`src/rtl/color_gamma_pipeline.sv`:
```
// Four-stage pixel post-processing pipeline: colour/range conversion (A/B), quadratic curve (C),
// lane mapper (D). RAM write sidebands ride alongside with identical 4-clock latency.
module color_gamma_pipeline #(
    parameter int ADDR_WIDTH = 15
) (
    input  logic                  clock,
    input  logic                  reset,
    input  logic [2:0]            color_config,
    input  logic [4:0]            gamma_config,
    input  logic [23:0]           mapperconf,
    input  logic                  in_wren,
    input  logic [ADDR_WIDTH-1:0] in_wraddr,
    input  logic [7:0]            in_red,
    input  logic [7:0]            in_green,
    input  logic [7:0]            in_blue,
    input  logic                  in_starttrigger,
    output logic                  wren,
    output logic [ADDR_WIDTH-1:0] wraddr,
    output logic [23:0]           wrdata,
    output logic                  starttrigger
);

    function automatic logic [7:0] sat8(input logic signed [19:0] v);
        if (v < 20'sd0)
            return 8'd0;
        else if (v > 20'sd255)
            return 8'd255;
        return v[7:0];
    endfunction

    function automatic logic [7:0] limit8(input logic [7:0] c);
        logic [15:0] p;
        p = {8'd0, c} * 16'd220;
        return 8'(p >> 8) + 8'd16;
    endfunction

    // c*(255-c) peaks at 16256, so t never exceeds 63 and c+t / c-t stay inside 0..255
    function automatic logic [7:0] curve8(input logic [7:0] c, input logic [3:0] g);
        logic [17:0] prod;
        logic [7:0]  t;
        prod = ({15'd0, g[2:0]} + 18'd1) * {10'd0, c} * {10'd0, 8'd255 - c};
        t    = 8'(prod >> 11);
        return g[3] ? (c - t) : (c + t);
    endfunction

    function automatic logic [7:0] map8(input logic [2:0] f, input logic [23:0] p);
        logic [7:0] l;
        case (f[1:0])
            2'd0:    l = p[23:16];
            2'd1:    l = p[15:8];
            2'd2:    l = p[7:0];
            default: l = 8'd0;
        endcase
        return f[2] ? ~l : l;
    endfunction

    logic unused_mapper_reserved;
    assign unused_mapper_reserved = ^{mapperconf[23:19], mapperconf[15:11], mapperconf[7:3]};

    logic signed [19:0] r_s, g_s, b_s;
    logic signed [19:0] y_n, cb_n, cr_n;

    assign r_s = signed'({12'd0, in_red});
    assign g_s = signed'({12'd0, in_green});
    assign b_s = signed'({12'd0, in_blue});

    // Grayscale and every non-709 mode reuse the BT.601 sums
    always_comb begin
        y_n  = 20'sd0;
        cb_n = 20'sd0;
        cr_n = 20'sd0;
        if (color_config == 3'd3) begin
            y_n  = 20'sd54 * r_s + 20'sd183 * g_s + 20'sd19 * b_s + 20'sd128;
            cb_n = 20'sd128 * b_s - 20'sd29 * r_s - 20'sd99 * g_s + 20'sd128;
            cr_n = 20'sd128 * r_s - 20'sd116 * g_s - 20'sd12 * b_s + 20'sd128;
        end else begin
            y_n  = 20'sd77 * r_s + 20'sd150 * g_s + 20'sd29 * b_s + 20'sd128;
            cb_n = 20'sd128 * b_s - 20'sd43 * r_s - 20'sd85 * g_s + 20'sd128;
            cr_n = 20'sd128 * r_s - 20'sd107 * g_s - 20'sd21 * b_s + 20'sd128;
        end
    end

    logic [2:0]            a_mode;
    logic [23:0]           a_pix;
    logic signed [19:0]    a_y, a_cb, a_cr;
    logic [23:0]           b_pix, c_pix;
    logic [23:0]           b_n, c_n, d_n;
    logic [7:0]            y8, cb8, cr8;
    logic [2:0]            wren_sr, trig_sr;
    logic [ADDR_WIDTH-1:0] addr_sr [3];

    assign y8  = sat8(a_y >>> 8);
    assign cb8 = sat8((a_cb >>> 8) + 20'sd128);
    assign cr8 = sat8((a_cr >>> 8) + 20'sd128);

    always_comb begin
        b_n = a_pix;
        case (a_mode)
            3'd1:       b_n = {limit8(a_pix[23:16]), limit8(a_pix[15:8]), limit8(a_pix[7:0])};
            3'd2, 3'd3: b_n = {cr8, y8, cb8};
            3'd4:       b_n = {y8, y8, y8};
            default:    b_n = a_pix;
        endcase
    end

    always_comb begin
        c_n = b_pix;
        if (gamma_config[4])
            c_n = {curve8(b_pix[23:16], gamma_config[3:0]),
                   curve8(b_pix[15:8],  gamma_config[3:0]),
                   curve8(b_pix[7:0],   gamma_config[3:0])};
    end

    assign d_n = {map8(mapperconf[18:16], c_pix),
                  map8(mapperconf[10:8],  c_pix),
                  map8(mapperconf[2:0],   c_pix)};

    always_ff @(posedge clock) begin
        if (reset) begin
            a_mode       <= '0;
            a_pix        <= '0;
            a_y          <= '0;
            a_cb         <= '0;
            a_cr         <= '0;
            b_pix        <= '0;
            c_pix        <= '0;
            wren_sr      <= '0;
            trig_sr      <= '0;
            addr_sr[0]   <= '0;
            addr_sr[1]   <= '0;
            addr_sr[2]   <= '0;
            wren         <= 1'b0;
            wraddr       <= '0;
            wrdata       <= '0;
            starttrigger <= 1'b0;
        end else begin
            a_mode       <= color_config;
            a_pix        <= {in_red, in_green, in_blue};
            a_y          <= y_n;
            a_cb         <= cb_n;
            a_cr         <= cr_n;
            b_pix        <= b_n;
            c_pix        <= c_n;
            wren_sr      <= {wren_sr[1:0], in_wren};
            trig_sr      <= {trig_sr[1:0], in_starttrigger};
            addr_sr[0]   <= in_wraddr;
            addr_sr[1]   <= addr_sr[0];
            addr_sr[2]   <= addr_sr[1];
            wren         <= wren_sr[2];
            wraddr       <= addr_sr[2];
            wrdata       <= d_n;
            starttrigger <= trig_sr[2];
        end
    end

endmodule

```
`config.mk`:
```
export PLATFORM = sky130hd
export DESIGN_NAME = color_gamma_pipeline
export DESIGN_NICKNAME = d
export VERILOG_FILES = /design/src/rtl/color_gamma_pipeline.sv
export SDC_FILE = /design/constraint.sdc
export NUM_CORES = 2
export LEC_CHECK = 0
export CORE_UTILIZATION = 59
export CTS_CLUSTER_DIAMETER = 80
export DETAILED_ROUTE_END_ITERATION = 8
export PLACE_DENSITY_LB_ADDON = 0.05
export SLEW_MARGIN = 30
export SYNTH_ARGS = -nofsm -noshare
export SYNTH_HDL_FRONTEND = slang
export SYNTH_SLANG_ARGS = --single-unit
```
`constraint.sdc`:
```
create_clock -name clock -period 10.55 [get_ports clock]
set_clock_uncertainty 0.15 [all_clocks]
set_input_delay 1.5825 -clock clock [delete_from_list [all_inputs] [get_ports clock]]
set_output_delay 1.5825 -clock clock [all_outputs]
set_load 0.05 [all_outputs]
```
Word level (Yosys, flattened, before mapping)
Memory sizes are Yosys's and may differ from the RTL's. A register that Yosys moved wholly into a read port is not among the register bits.
Index checks and enable logic that the tools add are counted.
{"block": "totals", "register_bits": 166, "ram_bits": 45, "input_bits": 75, "out_inout_bits": 41, "memories": 1}
{"name": "addr_sr", "depth": 3, "word_bits": 15, "rd": 3, "rd_ports_with_merged_regs": 1, "write_ports": 3, "line_no": "90", "text": "logic [ADDR_WIDTH-1:0] addr_sr [3];"}
{"block": "classes", "add_sub_neg": 33, "multipliers": 23, "order_cmp": 6, "eq_ne": 11, "n_mux": 35, "bitwise_logic": 6, "n_reduce_logical": 4}
{"operator": "8-bit 2-to-1 mux", "count": 15}
{"operator": "5-bit by 8-bit multiplier with 13-bit output, first input constant", "count": 6}
{"operator": "7-bit by 8-bit multiplier with 15-bit output, first input constant", "count": 5}
{"operator": "17-bit by 9-bit adder with 18-bit output, second input constant", "count": 4}
{"operator": "18-bit by 8-bit multiplier with 18-bit output", "count": 4}
{"operator": "24-bit case mux with 3 select lines", "count": 1}
{"operator": "8-bit case mux with 3 select lines", "count": 3}
{"operator": "15-bit 2-to-1 mux", "count": 3}
{"operator": "8-bit by 6-bit multiplier with 14-bit output, second input constant", "count": 3}
{"operator": "20-bit 2-to-1 mux", "count": 2}
{"operator": "18-bit by 8-bit adder with 19-bit output, second input constant", "count": 2}
{"operator": "17-bit by 13-bit adder with 18-bit output", "count": 2}
{"operator": "16-bit by 16-bit subtractor with 17-bit output", "count": 2}
{"operator": "15-bit by 15-bit subtractor with 16-bit output", "count": 2}
{"operator": "12-bit by 9-bit adder with 13-bit output, second input constant", "count": 2}
{"operator": "13-bit by 9-bit > comparator with 1-bit output, second input constant", "count": 2}
{"operator": "13-bit by 1-bit less-than comparator with 1-bit output, second input constant", "count": 2}
{"operator": "8-bit by 5-bit adder with 8-bit output, second input constant", "count": 3}
{"operator": "8-bit by 7-bit adder with 8-bit output", "count": 3}
{"operator": "24-bit 2-to-1 mux", "count": 1}
{"operator": "8-bit inverter", "count": 3}
{"operator": "8-bit by 7-bit subtractor with 8-bit output", "count": 3}
{"operator": "8-bit subtractor, first input constant", "count": 3}
{"operator": "19-bit 2-to-1 mux", "count": 1}
{"operator": "23 further kinds", "count": 41}

Longest topological paths before layout
{"block": "depth", "depth_word": 6, "depth_mapped": 43, "depth_no_buf": 42}

Least setup slack after synthesis
No wires, ideal clock.
{"block": "synth_timing", "path_type": "in2reg", "from": "input gamma_config[0]", "to": "register c_pix[15]", "setup_ns": 0.123, "arrival_time_ns": 10.616, "t_required_ns": 10.277, "path_slack_ns": -0.339, "path_stages": 41, "cell_sequence": "ha_1 -> xor2_1 -> clkbuf_1 -> nand2_1 -> fa_1 -> inv_1 -> fa_1 -> inv_1 -> fa_1 -> nor2b_1 -> o2111ai_1 -> and3b_1 -> xor2_1 -> or2_2 -> fa_1 -> inv_1 -> fa_1 -> fa_1 -> [... 5 more ...] -> a211oi_2 -> nor2_1 -> a211o_1 -> o211ai_1 -> ha_1 -> inv_1 -> mux2_2 -> ha_1 -> nor2b_1 -> o21ai_0 -> a21boi_0 -> o21ai_0 -> a21boi_0 -> o21ai_0 -> and4_1 -> mux2i_1 -> nand2_1 -> mux2_1"}
{"block": "synth_between", "elab_chain_cells": 6, "word_cells_on_any_way": 7}
{"element": "start: declaration", "line_no": "9", "text": "input logic [4:0] gamma_config,"}
{"element": "3-bit by 1-bit adder with 4-bit output (*)", "line_no": "41", "text": "prod = ({15'd0, g[2:0]} + 18'd1) * {10'd0, c} * {10'd0, 8'd255 - c};"}
{"element": "18-bit by 8-bit multiplier with 18-bit output (*) (2 in a row)", "line_no": "41"}
{"element": "8-bit by 7-bit adder with 8-bit output or 8-bit by 7-bit subtractor with 8-bit output (tied branches)", "line_no": "43", "text": "return g[3] ? (c - t) : (c + t);"}
{"element": "8-bit 2-to-1 mux (*)", "line_no": "43"}
{"element": "24-bit 2-to-1 mux (*)", "line_no": "108", "text": "if (gamma_config[4])"}
{"element": "end signal: assignment", "line_no": "143", "text": "c_pix <= c_n;"}
{"element": "end: declaration", "line_no": "86", "text": "logic [23:0] b_pix, c_pix;"}
Mark *: on every way between the ends. The rest lies on a longest branch, timed or not.
A chain may end at the register's enable or synchronous reset.

Final worst setup path
{"block": "layout_timing", "from": "input gamma_config[1]", "to": "register c_pix[7]"}
{"block": "layout_between", "elab_chain_cells": 6, "word_cells_on_any_way": 7}
{"element": "3-bit by 1-bit adder with 4-bit output (*)", "line_no": "41"}
{"element": "4-bit by 8-bit multiplier with 12-bit output (*)", "line_no": "41"}
{"element": "12-bit by 8-bit multiplier with 18-bit output (*)", "line_no": "41"}
{"element": "8-bit by 7-bit adder with 8-bit output or 8-bit by 7-bit subtractor with 8-bit output (tied branches)", "line_no": "43"}
{"element": "8-bit 2-to-1 mux (*)", "line_no": "43"}
{"element": "24-bit 2-to-1 mux (*)", "line_no": "108"}
Marks and branches as above.

==> run metrics <==
H-tree depth 4; worst setup path start gamma_config[1]; number of synthesized flops with an enable pin 0; Hold Path Class reg -> reg; drt initial violations 1266; Initial Util 60.1%; async set or reset register ratio after synthesis 0%; Placed Area 0.0421 mm^2; Worst-Margin Slew 943 ps; Slew HR 37.1%; RSZ-0062 raised after global routing yes; Clock Tree Buf Depth 2; worst path arrival time 10470 ps; first drt pass iteration count 5; critical path fanouts, max 6; Synth-to-Final Area Change 14.4%; Ys Warns 0; Final setup violation count 0; critical path class in -> reg; TritonCTS Sinks 197; Mean Syn Cell Area 8.86 um^2; fin crit period 10240 ps; final hold violation count 0; die height 256 um; number of max-cap violations 0; fraction of layout cells with a size suffix above 1 11.8%; largest net degree at the start of global routing 72; via count 29.5k; post-synthesis sequential area ratio 10.3%; worst skew pair latency 480 ps; vias per cell 5.34; Critical Path End Type flop; ANT nets after route 0; Setup crit start kind input port; synthesized area 0.0382 mm^2; GRT Util Overall 29.9%; Port Buffers 100; Synth Flop Type dfxtp_1; core area 0.0635 mm^2; post-synth cell types 86; crit path to c_pix[7]; worst reg2reg startpoint b_pix[1]; gp weighted congestion 0.953; final wirelength 95400 um; synthesized flop and latch total 197; Core Util, Final 68.8%; commonest non-fill, non-tap cell in the layout inv_1; status completed; RR Endpoint c_pix[7]; Final Cycle Share 97.1%; Mapped Nets 5596; Critical Path Slowest Stage Cell fa_1; WP data required 10770 ps; Hold Slack 281 ps; first-pass GRT wire length 156000 um; full die area 0.0658 mm^2; Synth Instances 4313; final slew viol count 0; Hold Buf Count CTS 0; vias in the first global route 30.4k; clk slew on worst S/H paths 90 ps; final instance area 0.0437 mm^2; Ports 116; R2R setup slack 1260 ps; chip width 256 um; R2R cell count 38; initial antenna violation count 0; Slowest Stage Delay on Critical Path 540 ps; drt drc 0; Final nets 5948; number of CTS-inserted buffers 17; drt wl/cell 17.3 um; Max Fclk 0.0976 GHz; site row count 92; Filler cells 5377; CTS tree yes; most frequent cells in the layout 811 x inv_1, 719 x ha_1, 463 x fa_1, 393 x nor2_1, 318 x buf_4; total gr overflow 0; HPWL after DPL 79300 um; clk root buf clkbuf_16
-- stage by stage --
step                cells  setup WS (ps)  TNS (ps)
finish               5525            305         0
floorplan            4313          -1.01     -1.01
global route         5524          -45.5     -94.1
detailed placement   5456           -935     -5980
global placement     5456           -755     -4050
CTS                  5504          -22.7     -22.7
-- logic make-up (layout without fill, tap and decap cells) --
group | after synthesis | in the layout | share of synthesized area, %
xor gates and xnor gates | 271 | 271 | 6.37
muxes | 53 | 53 | 1.41
adders and majority gates | 1208 | 1208 | 48.8
other | 0 | 1 | 0
AOI/OAI and AO/OA | 586 | 586 | 10.1
DFF | 197 | 197 | 10.3
and+or+nand+nor | 1082 | 1082 | 14.0
buffers and inverters | 916 | 1281 | 9.01
-- critical path: cells and delay by family --
family	cells	cell delay [ps]
AO/OA/AOI/OAI	11	1820
multiplexers	2	630
buffers and inverters	11	970
XOR/XNOR	2	380
AND/OR/NAND/NOR	5	740
adder cells (fa/ha/maj)	11	4320
-- cell type report --
| class | count | area (um^2) | share of cell area [%] |
|---|---|---|---|
| Multi-Input combinational cell | 3200 | 31400 | 71.9 |
| Sequential cell | 197 | 3940 | 9.03 |
| Timing Repair Buffer | 426 | 3520 | 8.05 |
| Inverter | 823 | 3090 | 7.07 |
| Clock inverter | 15 | 240 | 0.550 |
| Tap cell | 846 | 1060 | 2.42 |
| Antenna cell | 1 | 2.50 | 0.00573 |
| Clock buffer | 17 | 425 | 0.974 |
-- worst min path at each step --
stage	start	end	slack, ps	depth (start not counted)
2_1_floorplan	addr_sr[0][0]	addr_sr[1][0]	260	1
3_3_place_gp	addr_sr[0][6]	addr_sr[1][6]	270	1
3_5_place_dp	addr_sr[1][4]	addr_sr[2][4]	270	1
4_1_cts	addr_sr[0][12]	addr_sr[1][12]	280	1
5_1_grt	addr_sr[1][4]	addr_sr[2][4]	300	1
6_report	addr_sr[0][14]	addr_sr[1][14]	280	1
-- synthesized netlist by cell type (all sizes together) (6+ instances only) --
cell type / instances / area [um^2]
and2: 68 / 425
a21oi: 174 / 878
inv: 823 / 3090
o31a: 10 / 87.6
buf: 10 / 40.0
nor2b: 150 / 938
o21a: 30 / 225
or2: 60 / 375
o31ai: 6 / 45.0
ha: 739 / 9250
nand2: 171 / 642
o21ai: 126 / 631
a21o: 47 / 353
fa: 469 / 9390
o22ai: 9 / 56.3
xnor2: 179 / 1570
nand2b: 77 / 482
a21boi: 24 / 180
nand4b: 6 / 52.6
or4: 6 / 45.0
or3: 33 / 211
nor4b: 6 / 52.6
mux2: 6 / 67.6
dfxtp: 197 / 3940
o211ai: 14 / 105
a31o: 6 / 52.6
o21bai: 32 / 240
a211o: 9 / 78.8
clkbuf: 83 / 312
nor3: 35 / 175
mux2i: 47 / 470
a211oi: 23 / 188
a221oi: 9 / 85.1
a31oi: 12 / 75.1
nand3: 25 / 125
and3: 17 / 106
xor2: 89 / 795
nor2: 401 / 1510
-- sequential cells by signal, indices dropped and copies added (netlist names) --
name,count
c_pix,24
a_cb,10
a_cr,10
wren,1
b_pix,24
trig_sr,3
wraddr,15
a_y,10
a_pix,24
a_mode,3
addr_sr,45
wren_sr,3
starttrigger,1
wrdata,24
-- per-layer routing --
layer / routed length, um / part of all wire (%) / track usage (%) / vias up
li1: - / - / - / 14600
met1: 40300 / 42 / 36.4 / 14200
met2: 47900 / 50 / 53.9 / 555
met3: 3250 / 3.4 / 3.02 / 187
met4: 4020 / 4.2 / 12.1 / 0
met5: 0 / 0 / 0 / -
-- what timing repair did --
action | 4_1_cts | 5_1_grt
cloned | 1 | 0
hold endpoints to repair | 0 | 0
setup endpoints to repair | 4 | 10
setup buffers | 15 | 22
pin swaps | 27 | 94
resized for setup | 36 | 118
Power is not shown: default switching activity piles up to over one toggle a cycle in this logic, so the estimate is an artifact.
